$ cat config.mk
export PLATFORM = sky130hd
export DESIGN_NAME = pc_sequencer_flat
export DESIGN_NICKNAME = d
export VERILOG_FILES = /design/src/rtl/pc_sequencer_if.sv /design/src/rtl/pc_sequencer.sv /design/src/flat_wrapper.sv
export SDC_FILE = /design/constraint.sdc
export NUM_CORES = 1
export LEC_CHECK = 0
export ABC_AREA = 1
export BUFFER_PORTS_ARGS = -buffer_cell sky130_fd_sc_hd__buf_2
export CELL_PAD_IN_SITES_DETAIL_PLACEMENT = 1
export CELL_PAD_IN_SITES_GLOBAL_PLACEMENT = 1
export CORE_ASPECT_RATIO = 0.8
export CORE_MARGIN = 2
export CORE_UTILIZATION = 32
export DETAILED_ROUTE_END_ITERATION = 8
export GPL_ROUTABILITY_DRIVEN = 0
export PLACE_DENSITY = 0.78
export SLEW_MARGIN = 5
export SYNTH_ARGS = -nofsm -noshare
export SYNTH_HDL_FRONTEND = slang
export SYNTH_SLANG_ARGS = --single-unit
$ cat constraint.sdc
create_clock -name clk -period 1.8 [get_ports clk]
set_input_delay 0.09 -clock clk [delete_from_list [all_inputs] [get_ports clk]]
set_output_delay 0.09 -clock clk [all_outputs]
set_load 0.02 [all_outputs]
$ cat src/rtl/pc_sequencer_if.sv
// pc_sequencer_if: control/status bundle between the PC control unit and pc_sequencer
// master: PC control side, drives the redirect controls and observes pc/fetch status
// slave:  pc_sequencer side
interface pc_sequencer_if #(parameter int PC_W = 16);
  logic            stall;
  logic            halt;
  logic [1:0]      pcSrc;
  logic            call;
  logic            ret;
  logic [PC_W-1:0] br_target;
  logic [PC_W-1:0] jr_target;
  logic [PC_W-1:0] ret_addr;
  logic [PC_W-1:0] pc;
  logic            fetch_valid;
  logic [PC_W-1:0] ras_top;
  logic            ras_underflow;
  logic            src_err;
  logic [15:0]     redirect_cnt;
  modport master (
    output stall, halt, pcSrc, call, ret, br_target, jr_target, ret_addr,
    input  pc, fetch_valid, ras_top, ras_underflow, src_err, redirect_cnt
  );
  modport slave (
    input  stall, halt, pcSrc, call, ret, br_target, jr_target, ret_addr,
    output pc, fetch_valid, ras_top, ras_underflow, src_err, redirect_cnt
  );
endinterface

$ cat src/rtl/pc_sequencer.sv
// pc_sequencer: fetch PC owner with BOOT/RUN/HALTED sequencing, redirect counter and optional RAS
// ports: clk, rst_n (sync, active-low), bus (pc_sequencer_if.slave: stall/halt/pcSrc/call/ret/
//        br_target/jr_target/ret_addr in; pc/fetch_valid/ras_top/ras_underflow/src_err/redirect_cnt out)
// PC_SEQ_RAS_EN: when defined, the return-address stack is built; otherwise ras_top/ras_underflow are 0
module pc_sequencer #(
  parameter int              PC_W      = 16,
  parameter logic [PC_W-1:0] RESET_PC  = '0,
  parameter int              RAS_DEPTH = 4
) (
  input  logic            clk,
  input  logic            rst_n,
  pc_sequencer_if.slave   bus
);
  typedef enum logic [1:0] {BOOT, RUN, HALTED} state_t;
  state_t          state_q, state_d;
  logic [PC_W-1:0] pc_q, pc_d;
  logic            fetch_valid_q, fetch_valid_d;
  logic            src_err_q, src_err_d;
  logic [15:0]     redirect_cnt_q, redirect_cnt_d;
  logic            run, redir;
  always_comb begin
    run            = state_q == RUN;
    redir          = bus.pcSrc == 2'b01 || bus.pcSrc == 2'b10;
    state_d        = state_q == BOOT ? RUN : (run && bus.halt) ? HALTED : state_q;
    // redirect beats stall; pcSrc=11 falls through to the stall/PC+1 choice
    pc_d           = (!run || bus.halt)      ? pc_q :
                     bus.pcSrc == 2'b01      ? bus.br_target :
                     bus.pcSrc == 2'b10      ? bus.jr_target :
                     bus.stall               ? pc_q : pc_q + 1'b1;
    fetch_valid_d  = state_d == RUN;
    src_err_d      = bus.pcSrc == 2'b11;
    redirect_cnt_d = (run && !bus.halt && redir && redirect_cnt_q != 16'hFFFF) ? redirect_cnt_q + 16'd1
                                                                                : redirect_cnt_q;
  end
  always_ff @(posedge clk) begin
    if (!rst_n) begin
      state_q        <= BOOT;
      pc_q           <= RESET_PC;
      fetch_valid_q  <= 1'b0;
      src_err_q      <= 1'b0;
      redirect_cnt_q <= '0;
    end else begin
      state_q        <= state_d;
      pc_q           <= pc_d;
      fetch_valid_q  <= fetch_valid_d;
      src_err_q      <= src_err_d;
      redirect_cnt_q <= redirect_cnt_d;
    end
  end
  assign bus.pc           = pc_q;
  assign bus.fetch_valid  = fetch_valid_q;
  assign bus.src_err      = src_err_q;
  assign bus.redirect_cnt = redirect_cnt_q;
`ifdef PC_SEQ_RAS_EN
  localparam int            AW       = $clog2(RAS_DEPTH);
  localparam logic [AW:0]   RAS_FULL = (AW+1)'(RAS_DEPTH);
  // circular buffer: sp points at the top entry, so a push when full lands on the oldest slot
  logic [RAS_DEPTH-1:0][PC_W-1:0] ras_q, ras_d;
  logic [AW-1:0]                  sp_q, sp_d;
  logic [AW:0]                    ras_cnt_q, ras_cnt_d;
  logic                           ras_underflow_q, ras_underflow_d;
  logic                           push, pop, empty;
  always_comb begin
    push            = run && bus.pcSrc == 2'b01 && bus.call;
    pop             = run && bus.pcSrc == 2'b10 && bus.ret;
    empty           = ras_cnt_q == '0;
    ras_d           = ras_q;
    sp_d            = sp_q;
    ras_cnt_d       = ras_cnt_q;
    ras_underflow_d = ras_underflow_q;
    if (push && (!pop || empty)) begin
      sp_d        = sp_q + 1'b1;
      ras_d[sp_d] = bus.ret_addr;
      ras_cnt_d   = ras_cnt_q == RAS_FULL ? ras_cnt_q : ras_cnt_q + 1'b1;
    end else if (push) begin
      ras_d[sp_q] = bus.ret_addr;
    end else if (pop && empty) begin
      ras_underflow_d = 1'b1;
    end else if (pop) begin
      sp_d      = sp_q - 1'b1;
      ras_cnt_d = ras_cnt_q - 1'b1;
    end
  end
  always_ff @(posedge clk) begin
    if (!rst_n) begin
      ras_q           <= '0;
      sp_q            <= '0;
      ras_cnt_q       <= '0;
      ras_underflow_q <= 1'b0;
    end else begin
      ras_q           <= ras_d;
      sp_q            <= sp_d;
      ras_cnt_q       <= ras_cnt_d;
      ras_underflow_q <= ras_underflow_d;
    end
  end
  assign bus.ras_top       = empty ? '0 : ras_q[sp_q];
  assign bus.ras_underflow = ras_underflow_q;
`else
  logic unused_ras;
  assign unused_ras        = ^{bus.call, bus.ret, bus.ret_addr, RAS_DEPTH[0]};
  assign bus.ras_top       = '0;
  assign bus.ras_underflow = 1'b0;
`endif
endmodule

$ cat src/flat_wrapper.sv
// flat-port wrapper written by rule: the top's interface ports become plain ports
module pc_sequencer_flat 
#(
  parameter int              PC_W      = 16,
  parameter logic [PC_W-1:0] RESET_PC  = '0,
  parameter int              RAS_DEPTH = 4
)
  (clk, rst_n, bus_stall, bus_halt, bus_pcSrc, bus_call, bus_ret, bus_br_target, bus_jr_target, bus_ret_addr, bus_pc, bus_fetch_valid, bus_ras_top, bus_ras_underflow, bus_src_err, bus_redirect_cnt);
  pc_sequencer_if #(.PC_W(PC_W)) bus_i ();
  input  logic clk;
  input  logic rst_n;
  input wire logic [$bits(bus_i.stall)-1:0] bus_stall;
  input wire logic [$bits(bus_i.halt)-1:0] bus_halt;
  input wire logic [$bits(bus_i.pcSrc)-1:0] bus_pcSrc;
  input wire logic [$bits(bus_i.call)-1:0] bus_call;
  input wire logic [$bits(bus_i.ret)-1:0] bus_ret;
  input wire logic [$bits(bus_i.br_target)-1:0] bus_br_target;
  input wire logic [$bits(bus_i.jr_target)-1:0] bus_jr_target;
  input wire logic [$bits(bus_i.ret_addr)-1:0] bus_ret_addr;
  output wire logic [$bits(bus_i.pc)-1:0] bus_pc;
  output wire logic [$bits(bus_i.fetch_valid)-1:0] bus_fetch_valid;
  output wire logic [$bits(bus_i.ras_top)-1:0] bus_ras_top;
  output wire logic [$bits(bus_i.ras_underflow)-1:0] bus_ras_underflow;
  output wire logic [$bits(bus_i.src_err)-1:0] bus_src_err;
  output wire logic [$bits(bus_i.redirect_cnt)-1:0] bus_redirect_cnt;
  assign bus_i.stall = bus_stall;
  assign bus_i.halt = bus_halt;
  assign bus_i.pcSrc = bus_pcSrc;
  assign bus_i.call = bus_call;
  assign bus_i.ret = bus_ret;
  assign bus_i.br_target = bus_br_target;
  assign bus_i.jr_target = bus_jr_target;
  assign bus_i.ret_addr = bus_ret_addr;
  assign bus_pc = bus_i.pc;
  assign bus_fetch_valid = bus_i.fetch_valid;
  assign bus_ras_top = bus_i.ras_top;
  assign bus_ras_underflow = bus_i.ras_underflow;
  assign bus_src_err = bus_i.src_err;
  assign bus_redirect_cnt = bus_i.redirect_cnt;
  pc_sequencer #(.PC_W(PC_W), .RESET_PC(RESET_PC), .RAS_DEPTH(RAS_DEPTH)) u_core (.clk(clk), .rst_n(rst_n), .bus(bus_i));
endmodule
==> impl_metrics.yaml, run 1 <==
global_routing:
  antenna_found_initial: 0
  gr-total-overflow: 0
  grt_pass1_vias: 2629
  grt_pass1_wl_um: 12480
  grt.total_usage_pct: 18.83
  grt_max_degree: 23
min_path:
  hold_path_startpoint: "bus_halt"
  hp-class: "input pin to flop"
  holdPathEnd: "u_core.state_q[1]$_SDFF_PN0_"
  hold_depth: 3
drt:
  wl_met2_um: 3710
  top_layer: "met4"
  drc: 0
  ant_nets: 0
  viasPerCell: 4.753
  drt-pass1-iter-count: 5
  m1WireLength_um: 3761
  first_iter_violations: 105
  wl_met3_um: 385
  wl_per_cell_um: 13.84
  routed-via-count: 2714
  routed_wl_um: 7904
die:
  die_area_mm2: 0.008356
  ioPinCount: 107
  core_mm2: 0.007392
  rows: 28
  start_util_pct: 33.06
  die_height_um: 82.16
  die_width_um: 101.7
yosys:
  ys_dominant_reg_cell: "dfxtp_1"
  ys_types: 29
  syn_inst: 385
  yosys.area.top_type: "dfxtp_1"
  yosys_warnings: 0
  syn-cell-area_mm2: 0.002444
  yosysSeqAreaShare_pct: 29.49
  synth_edf_count: 0
  synth_top_area_share_pct: 29.49
  synthTopCellsByArea: "dfxtp_1 (29%), nand2_1 (15%), nor2_1 (9.1%)"
  syn_avg_cell_area_um2: 6.347
  synth.most_common_cell: "nand2_1"
  synthTopCellsByCount: "nand2_1 (96), nor2_1 (59), a21oi_1 (38)"
  ys_seq_elements: 36
  async_reset_ff_share_pct: 0
setup_path:
  crit_path_max_fanout: 5
  start_kind: "flop"
  critPathBufInv: 2
  cp_slowest_cell: "dfxtp_2"
  critical_path_class: "flop to flop"
  crit_top_cell: "nand3_2"
  rr_endpoint: "u_core.bus.redirect_cnt[2]$_SDFFE_PN0P_"
  crit_chain: "ha_4, nand3_2, nor3_4, nand3_2, nand2_2, clkinvlp_4, buf_4, nand2_1, a21oi_2"
  reg2reg_slack_ns: 0.14
  critical_path.top_delay_family: "simple AND/OR/NAND/NOR gates"
  worstRegToRegCells: 9
  crit_arrival_ns: 1.82
  endpoint_kind: "flop"
  worstPathRequired_ns: 1.96
  rr_startpoint: "u_core.bus.redirect_cnt[1]$_SDFFE_PN0P_"
  slowest_delay_ns: 0.37
timing:
  fmax_ghz: 0.6015
  relSlewSlack_pct: 58.42
  period_share_pct: 92.36
  skew_ns: 0.006816
  worst_pin_slew_ns: 0.6229
  period_needed_ns: 1.663
  finalSetupViolations: 0
  finalSetupTns_ns: 0
  drv_slew: 0
  rsz0062_at_grt: "false"
  final-hold-violation-count: 0
layout:
  final_core_util_pct: 41.11
  num_antenna_cells: 0
  area.growth.synth_to_final_pct: 24.37
  final_nets: 527
  layout-drive-gt1-share_pct: 24.89
cts:
  cts_tree: "done"
  htreeDepth: 2
  insertion_delay_ns: 0.29
  cts_hold_buf: 0
  cts_sinks: 36
  clk_pin_slew_worst_paths_ns: 0.08
  cts_root_buffer: "clkbuf_8"
  clockBufferDepth: 2
  cts_buffers: 5
placement:
  io_buffers: 71
  hpwl_um: 5849
pwr:
  p_leak_nw: 1.368
  p_switching_mw: 0.5675
  switching_share_pct: 30.54
  vdd_ir_drop_max_v: 0.0003436
  comb_power_share_pct: 18.5
  cellInternalPower_mw: 1.291
  clock_power_share_pct: 35.0
  power_density_mw_per_mm2: 611.4
  seqPwrFrac_pct: 46.5
status:
  status: "finished, final reports clean"
flow_run:
  cap_violations: 0
-- power groups by stage --
stage	Combinational (mW)	Sequential (mW)	Clock [mW]
after detailed placement	0.337	0.881	0
after global routing	0.386	0.869	0.695
after CTS	0.338	0.862	0.663
after global placement	0.327	0.879	0
final	0.344	0.864	0.651
after floorplan	0.212	0.906	0
-- worst reg2reg max path: stages (launching register included) --
cell        delay, ns
dfxtp_2          0.37
ha_4             0.16
nand3_2          0.13
nor3_4           0.23
nand3_2          0.09
nand2_2          0.11
clkinvlp_4       0.14
buf_4            0.17
nand2_1          0.07
a21oi_2          0.05
-- kinds of logic after synthesis --
logic type                 synth area share (%)
xor gates and xnor gates                  3.584
buffers and inverters                     13.26
other                                    0.1535
adders and majority gates                 2.560
and+or+nand+nor                           34.31
DFF                                       29.49
AOI/OAI and AO/OA                         16.64
-- flip-flops by register name, summed over array words and instances, names as in the netlist --
register                 cells
u_core.bus.src_err           1
u_core.state_q               2
u_core.bus.fetch_valid       1
u_core.bus.pc               16
u_core.bus.redirect_cnt     16
-- layer usage --
metal  global-route usage (%)  vias to the layer above
li1                         -                     1375
met1                    25.40                     1266
met2                    32.17                       68
met3                    3.030                        5
met4                    3.378                        0
met5                        0                        -
-- timing repair --
action	in CTS	in global routing
resized for setup	0	6
buffers inserted	0	5
endpoints found under the setup margin	0	12
-- layout by cell type, fill, tap and decap left out, types with 2 or more instances in the layout --
master / netlist / final
a21oi_1: 38 / 38
inv_2: 2 / 2
clkbuf_8: 0 / 7
nand4_1: 8 / 8
inv_1: 29 / 28
o21ai_0: 23 / 23
nand2_1: 96 / 96
nand3_2: 2 / 2
conb_1: 1 / 17
xnor2_1: 2 / 2
buf_2: 3 / 71
nor2_1: 59 / 59
o21bai_1: 2 / 2
a21oi_2: 5 / 5
dfxtp_2: 0 / 2
nand3_1: 22 / 22
o211ai_1: 4 / 4
buf_4: 17 / 18
xor2_1: 8 / 8
dfxtp_1: 36 / 34
nor3_1: 5 / 5
nand2_2: 3 / 3
ha_1: 5 / 4
-- metrics by stage --
stage / setup slack (ns) / hold slack (ns) / instances / instance area, um^2 / total power [mW]
global placement: 0.1608 / 0.3576 / 559 / 2880 / 1.206
global route: 0.001915 / 0.09480 / 571 / 3039 / 1.950
finish: 0.1375 / 0.07098 / 571 / 3039 / 1.858
CTS: 0.07205 / 0.06620 / 566 / 2977 / 1.863
floorplan: 0.1156 / 0.2440 / 401 / 2504 / 1.118
detailed placement: 0.08832 / 0.3703 / 559 / 2880 / 1.218
-- cell type report --
| class | count | area, um^2 |
|---|---|---|
| clock buffers | 7 | 96.34 |
| inverters | 31 | 120.1 |
| well taps | 105 | 131.4 |
| flip-flops and latches | 36 | 723.2 |
| repair buffers | 89 | 490.5 |
| multi-input cells | 303 | 1478 |
| fillers | 1009 | 4353 |
-- worst max path at each step --
stage                                       startpoint                                  endpoint  cells past startpoint
6_report       u_core.bus.redirect_cnt[1]$_SDFFE_PN0P_   u_core.bus.redirect_cnt[2]$_SDFFE_PN0P_                      9
5_1_grt        u_core.bus.redirect_cnt[1]$_SDFFE_PN0P_  u_core.bus.redirect_cnt[11]$_SDFFE_PN0P_                     10
4_1_cts        u_core.bus.redirect_cnt[1]$_SDFFE_PN0P_  u_core.bus.redirect_cnt[11]$_SDFFE_PN0P_                      8
3_5_place_dp   u_core.bus.redirect_cnt[1]$_SDFFE_PN0P_  u_core.bus.redirect_cnt[11]$_SDFFE_PN0P_                      8
3_3_place_gp   u_core.bus.redirect_cnt[1]$_SDFFE_PN0P_  u_core.bus.redirect_cnt[11]$_SDFFE_PN0P_                      8
2_1_floorplan  u_core.bus.redirect_cnt[0]$_SDFFE_PN0P_   u_core.bus.redirect_cnt[3]$_SDFFE_PN0P_                      9
No activity file was read; power rests on OpenSTA's default activity.
==> inputs of run 2 (changes only) <==
BUFFER_PORTS_ARGS = not set   (was -buffer_cell sky130_fd_sc_hd__buf_2)
CORE_UTILIZATION = 42   (was 32)
DONT_BUFFER_PORTS = 1   (was not set)
PLACE_DENSITY = 0.76   (was 0.78)
clock period = 1.9 ns   (was 1.8 ns; I/O delays follow)
==> run 2 against run 1 <==
Against the previous run:
- hold slack got worse by 0.066 ns
- clock skew decreased by 0.0014 ns
- critical path depth decreased by 1
- combinational power decreased by 22%
- sequential cell count unchanged
- count of clock-buffer cells in the layout unchanged
- die area decreased by 23%
- total power decreased by 8.2%
- critical path type unchanged
- largest cell class unchanged
==> impl_metrics.yaml, run 2 (synthesis gave the netlist of run 1 again) <==
timing:
  skew_ns: 0.005394
  period_needed_ns: 1.785
  period_share_pct: 93.92
  worst_pin_slew_ns: 0.8214
  rsz0062_at_grt: "false"
  drv_slew: 0
  finalSetupTns_ns: 0
  fmax_ghz: 0.5604
  relSlewSlack_pct: 45.06
  final-hold-violation-count: 0
  finalSetupViolations: 0
setup_path:
  start_kind: "flop"
  reg2reg_slack_ns: 0.12
  crit_path_max_fanout: 12
  endpoint_kind: "flop"
  crit_arrival_ns: 2.00
  critical_path_class: "flop to flop"
  worstPathRequired_ns: 2.12
cts:
  cts_buffers: 5
  clk_pin_slew_worst_paths_ns: 0.08
  clockBufferDepth: 2
  insertion_delay_ns: 0.29
  cts_tree: "done"
  cts_sinks: 36
  htreeDepth: 2
  cts_root_buffer: "clkbuf_8"
drt:
  routed-via-count: 2569
  wl_per_cell_um: 15.54
  drc: 0
  ant_nets: 0
  first_iter_violations: 134
  routed_wl_um: 7629
  viasPerCell: 5.232
  drt-pass1-iter-count: 4
pwr:
  seqPwrFrac_pct: 48.5
  clock_power_share_pct: 35.7
  power_density_mw_per_mm2: 611.8
  comb_power_share_pct: 15.8
  vdd_ir_drop_max_v: 0.0003511
  cellInternalPower_mw: 1.191
  switching_share_pct: 30.20
  p_leak_nw: 1.126
  p_switching_mw: 0.5151
layout:
  area.growth.synth_to_final_pct: 14.08
  fin_cells: 491
  final_cell_mix: "nand2_1 (96), nor2_1 (59), a21oi_1 (38), dfxtp_1 (36), buf_4 (31)"
  final_core_util_pct: 50.45
  final_nets: 474
  num_antenna_cells: 0
  layout-drive-gt1-share_pct: 13.80
  final_common_cell: "nand2_1"
die:
  die_height_um: 72.23
  die_area_mm2: 0.006448
  start_util_pct: 44.23
  rows: 24
  core_mm2: 0.005525
  die_width_um: 89.28
  ioPinCount: 107
global_routing:
  grt.total_usage_pct: 24.07
  grt_pass1_vias: 2480
  grt_max_degree: 23
  antenna_found_initial: 0
  gr-total-overflow: 0
  grt_pass1_wl_um: 12100
placement:
  hpwl_um: 5512
  io_buffers: 0
  dp_cells: 479
status:
  status: "finished, final reports clean"
flow_run:
  cap_violations: 0
min_path:
  hp-class: "input pin to flop"
run 2: cell count changes in the layout (fill, tap and decap cells not counted), sizes merged:
| cell | delta |
|---|---|
| dlygate4sd3 | +4 |
| buf | -58 |
| clkinvlp | +1 |
run 2: routing by layer:
metal | wire length [um] | vias to the layer above | global-route usage [%]
met5 | 0 | - | 0
met4 | 85 | 0 | 5.638
met3 | 463 | 9 | 5.575
met2 | 3342 | 76 | 36.87
met1 | 3737 | 1214 | 34.38
li1 | - | 1270 | -
run 2: layout make-up:
type	count	area, um^2
flip-flops and latches	36	720.7
fillers	806	2738
repair buffers	35	272.8
multi-input cells	303	1473
inverters	31	120.1
clock buffers	7	96.34
well taps	78	97.59
repair inverters	1	7.507
run 2: final timing paths:
kind	start	endpoint	cells past startpoint
worst max-delay path	u_core.bus.redirect_cnt[0]$_SDFFE_PN0P_	u_core.bus.redirect_cnt[0]$_SDFFE_PN0P_	8
worst min-delay path	bus_br_target[13]	u_core.bus.pc[13]$_SDFFE_PN0P_	2
worst max register to register	u_core.bus.redirect_cnt[0]$_SDFFE_PN0P_	u_core.bus.redirect_cnt[0]$_SDFFE_PN0P_	8
worst min register to register	u_core.state_q[1]$_SDFF_PN0_	u_core.state_q[0]$_SDFF_PN0_	2
run 2: repair_timing:
action                                 in CTS  in global routing
endpoints found under the hold margin      21                  0
hold buffers                                4                  0
setup buffers                               0                  0
setup endpoints to repair                   0                 12
resized for setup                           0                  5
run 2: through the flow:
| stage | worst slack (ns) | power (mW) | cell area (um^2) | hold slack (ns) |
|---|---|---|---|---|
| floorplan | 0.2156 | 1.059 | 2504 | 0.2490 |
| global placement | 0.1285 | 1.085 | 2626 | 0.1977 |
| detailed placement | 0.09389 | 1.094 | 2626 | 0.2034 |
| CTS | 0.05335 | 1.716 | 2763 | 0.001687 |
| global route | 0.01339 | 1.793 | 2788 | 0.003677 |
| finish | 0.1155 | 1.706 | 2788 | 0.004941 |
run 2: worst max-delay path: stages, from the launching register on:
cell     delay [ns]
dfxtp_1        0.35
ha_2           0.24
nand3_2        0.15
nor3_4         0.21
nand3_2        0.11
nand2_4        0.17
buf_4          0.22
o21ai_0        0.10
a21oi_1        0.16
run 2: power groups by stage:
stage	Sequential, mW	Clock [mW]	Combinational, mW
after floorplan	0.859	0	0.201
after global placement	0.843	0	0.242
after detailed placement	0.844	0	0.250
after CTS	0.827	0.624	0.265
after global routing	0.831	0.659	0.302
final	0.827	0.609	0.270
==> inputs of run 3 (changes only) <==
REMOVE_ABC_BUFFERS = 1   (was not set)
==> run 3 against run 2 <==
Against the previous run:
- routed wire length rose by 1.9%
- via count rose by 1.1%
- critical path depth did not move
- core utilization rose by 0.54 points
- critical path type unchanged
- highest routed layer unchanged
==> impl_metrics.yaml, run 3 (synthesis gave the netlist of run 1 again) <==
timing:
  finalSetupTns_ns: 0
  period_needed_ns: 1.763
  fmax_ghz: 0.5671
  final-hold-violation-count: 0
  relSlewSlack_pct: 46.79
  rsz0062_at_grt: "false"
  skew_ns: 0.003318
  period_share_pct: 92.81
  finalSetupViolations: 0
  hold_ws_ns: 0.003270
  worst_pin_slew_ns: 0.7956
  drv_slew: 0
min_path:
  hp-class: "input pin to flop"
  hold_depth: 2
  hold_path_startpoint: "bus_br_target[9]"
  holdPathEnd: "u_core.bus.pc[9]$_SDFFE_PN0P_"
cts:
  clk_pin_slew_worst_paths_ns: 0.08
  htreeDepth: 2
  insertion_delay_ns: 0.29
  clockBufferDepth: 2
  cts_tree: "done"
  cts_setup_buffers: 0
  cts_sinks: 36
  cts_root_buffer: "clkbuf_8"
  cts_buffers: 5
placement:
  hpwl_um: 5736
  io_buffers: 0
  dp_cells: 480
  place_area_mm2: 0.002634
pwr:
  power_density_mw_per_mm2: 639.9
  total_power_mw: 1.803
  p_leak_nw: 1.155
  vdd_ir_drop_max_v: 0.0003305
global_routing:
  antenna_found_initial: 0
  grt_pass1_wl_um: 12620
  grt_pass1_vias: 2601
  grt_max_degree: 23
  grt.total_usage_pct: 25.27
  gr-total-overflow: 0
drt:
  first_iter_violations: 102
  drc: 0
  routed_wl_um: 7772
  drt-pass1-iter-count: 4
  routed-via-count: 2596
  ant_nets: 0
  viasPerCell: 5.244
  wl_per_cell_um: 15.70
layout:
  final_cell_mix: "nand2_1 (96), nor2_1 (59), a21oi_1 (38), dfxtp_1 (36), buf_4 (32)"
  multi_input_comb_area_mm2: 0.001461
  layout-drive-gt1-share_pct: 13.43
  fin_cells: 495
  area.growth.synth_to_final_pct: 15.31
  seqCellArea_um2: 720.7
  final_nets: 477
  finish.instance_area_mm2: 0.002818
  num_antenna_cells: 0
  final_common_cell: "nand2_1"
  fill_cells: 779
setup_path:
  reg2reg_slack_ns: 0.14
  worstSetupPathDepth: 8
  start_kind: "flop"
  worstPathRequired_ns: 2.10
  rr_endpoint: "u_core.bus.redirect_cnt[12]$_SDFFE_PN0P_"
  cp_slowest_cell: "dfxtp_1"
  crit_path_max_fanout: 4
  critPathLaunch: "u_core.bus.redirect_cnt[0]$_SDFFE_PN0P_"
  worstRegToRegCells: 8
  rr_startpoint: "u_core.bus.redirect_cnt[0]$_SDFFE_PN0P_"
  slowest_delay_ns: 0.37
  crit_arrival_ns: 1.96
  crit_top_cell: "nand2_1"
  endpoint_kind: "flop"
  critPathBufInv: 0
  critical_path.top_delay_family: "simple AND/OR/NAND/NOR gates"
  critical_path_class: "flop to flop"
  crit_chain: "ha_2, nand3_2, nor2_1, nand2_1, nor3_1, nand2_1, nand2_1, nor2_1"
die:
  rows: 24
  die_area_mm2: 0.006448
  die_height_um: 72.23
  start_util_pct: 44.23
  ioPinCount: 107
  core_mm2: 0.005525
  die_width_um: 89.28
status:
  status: "finished, final reports clean"
flow_run:
  cap_violations: 0
-- run 3: cell count changes in the layout (fill, tap and decap cells not counted), sizes merged --
cell,before,now
clkbuf,7,5
buf,31,32
inv,30,31
bufinv,0,1
dlygate4sd3,4,7
clkinvlp,2,1
clkinv,0,1
-- run 3: cell type report --
| type | count | area share (%) |
|---|---|---|
| multi-input combinational | 303 | 51.86 |
| clock inverter | 3 | 1.510 |
| inverter | 31 | 4.130 |
| sequential | 36 | 25.58 |
| timing repair buffer | 39 | 11.01 |
| clock buffer | 5 | 2.442 |
| tap | 78 | 3.464 |
-- run 3: repair_timing --
item                                    CTS  global route
hold buffers                              7             0
resized for setup                         0             1
endpoints found under the setup margin    0             3
endpoints found under the hold margin    22             0
-- run 3: per-stage QoR --
step / utilization [%] / setup WS, ns
after floorplan: - / 0.04242
after global placement: 47.67 / 0.2571
after detailed placement: 47.67 / 0.1493
after CTS: 50.95 / 0.1017
after global routing: 51.00 / 0.02182
final: 51.00 / 0.1366
-- run 3: metal layers --
| metal | share of wire (%) | global-route usage [%] | up-vias |
|---|---|---|---|
| met5 | 0 | 0 | - |
| met4 | 0.71 | 6.302 | 0 |
| met3 | 7.1 | 6.257 | 4 |
| met2 | 45 | 40.82 | 84 |
| met1 | 47 | 33.89 | 1228 |
| li1 | - | - | 1280 |
-- run 3: worst max-delay path by stage --
stage	endpoint	slack, ns
6_report	u_core.bus.redirect_cnt[12]$_SDFFE_PN0P_	0.14
5_1_grt	u_core.bus.redirect_cnt[11]$_SDFFE_PN0P_	0.02
4_1_cts	u_core.bus.redirect_cnt[12]$_SDFFE_PN0P_	0.10
3_5_place_dp	u_core.bus.redirect_cnt[12]$_SDFFE_PN0P_	0.15
3_3_place_gp	u_core.bus.redirect_cnt[12]$_SDFFE_PN0P_	0.26
2_1_floorplan	u_core.bus.redirect_cnt[11]$_SDFFE_PN0P_	0.04
-- run 3: where the power goes --
| group | switching [mW] | internal (mW) |
|---|---|---|
| Combinational | 0.187 | 0.0911 |
| Clock | 0.313 | 0.389 |
| Sequential | 0.0403 | 0.783 |
| Total | 0.540 | 1.26 |
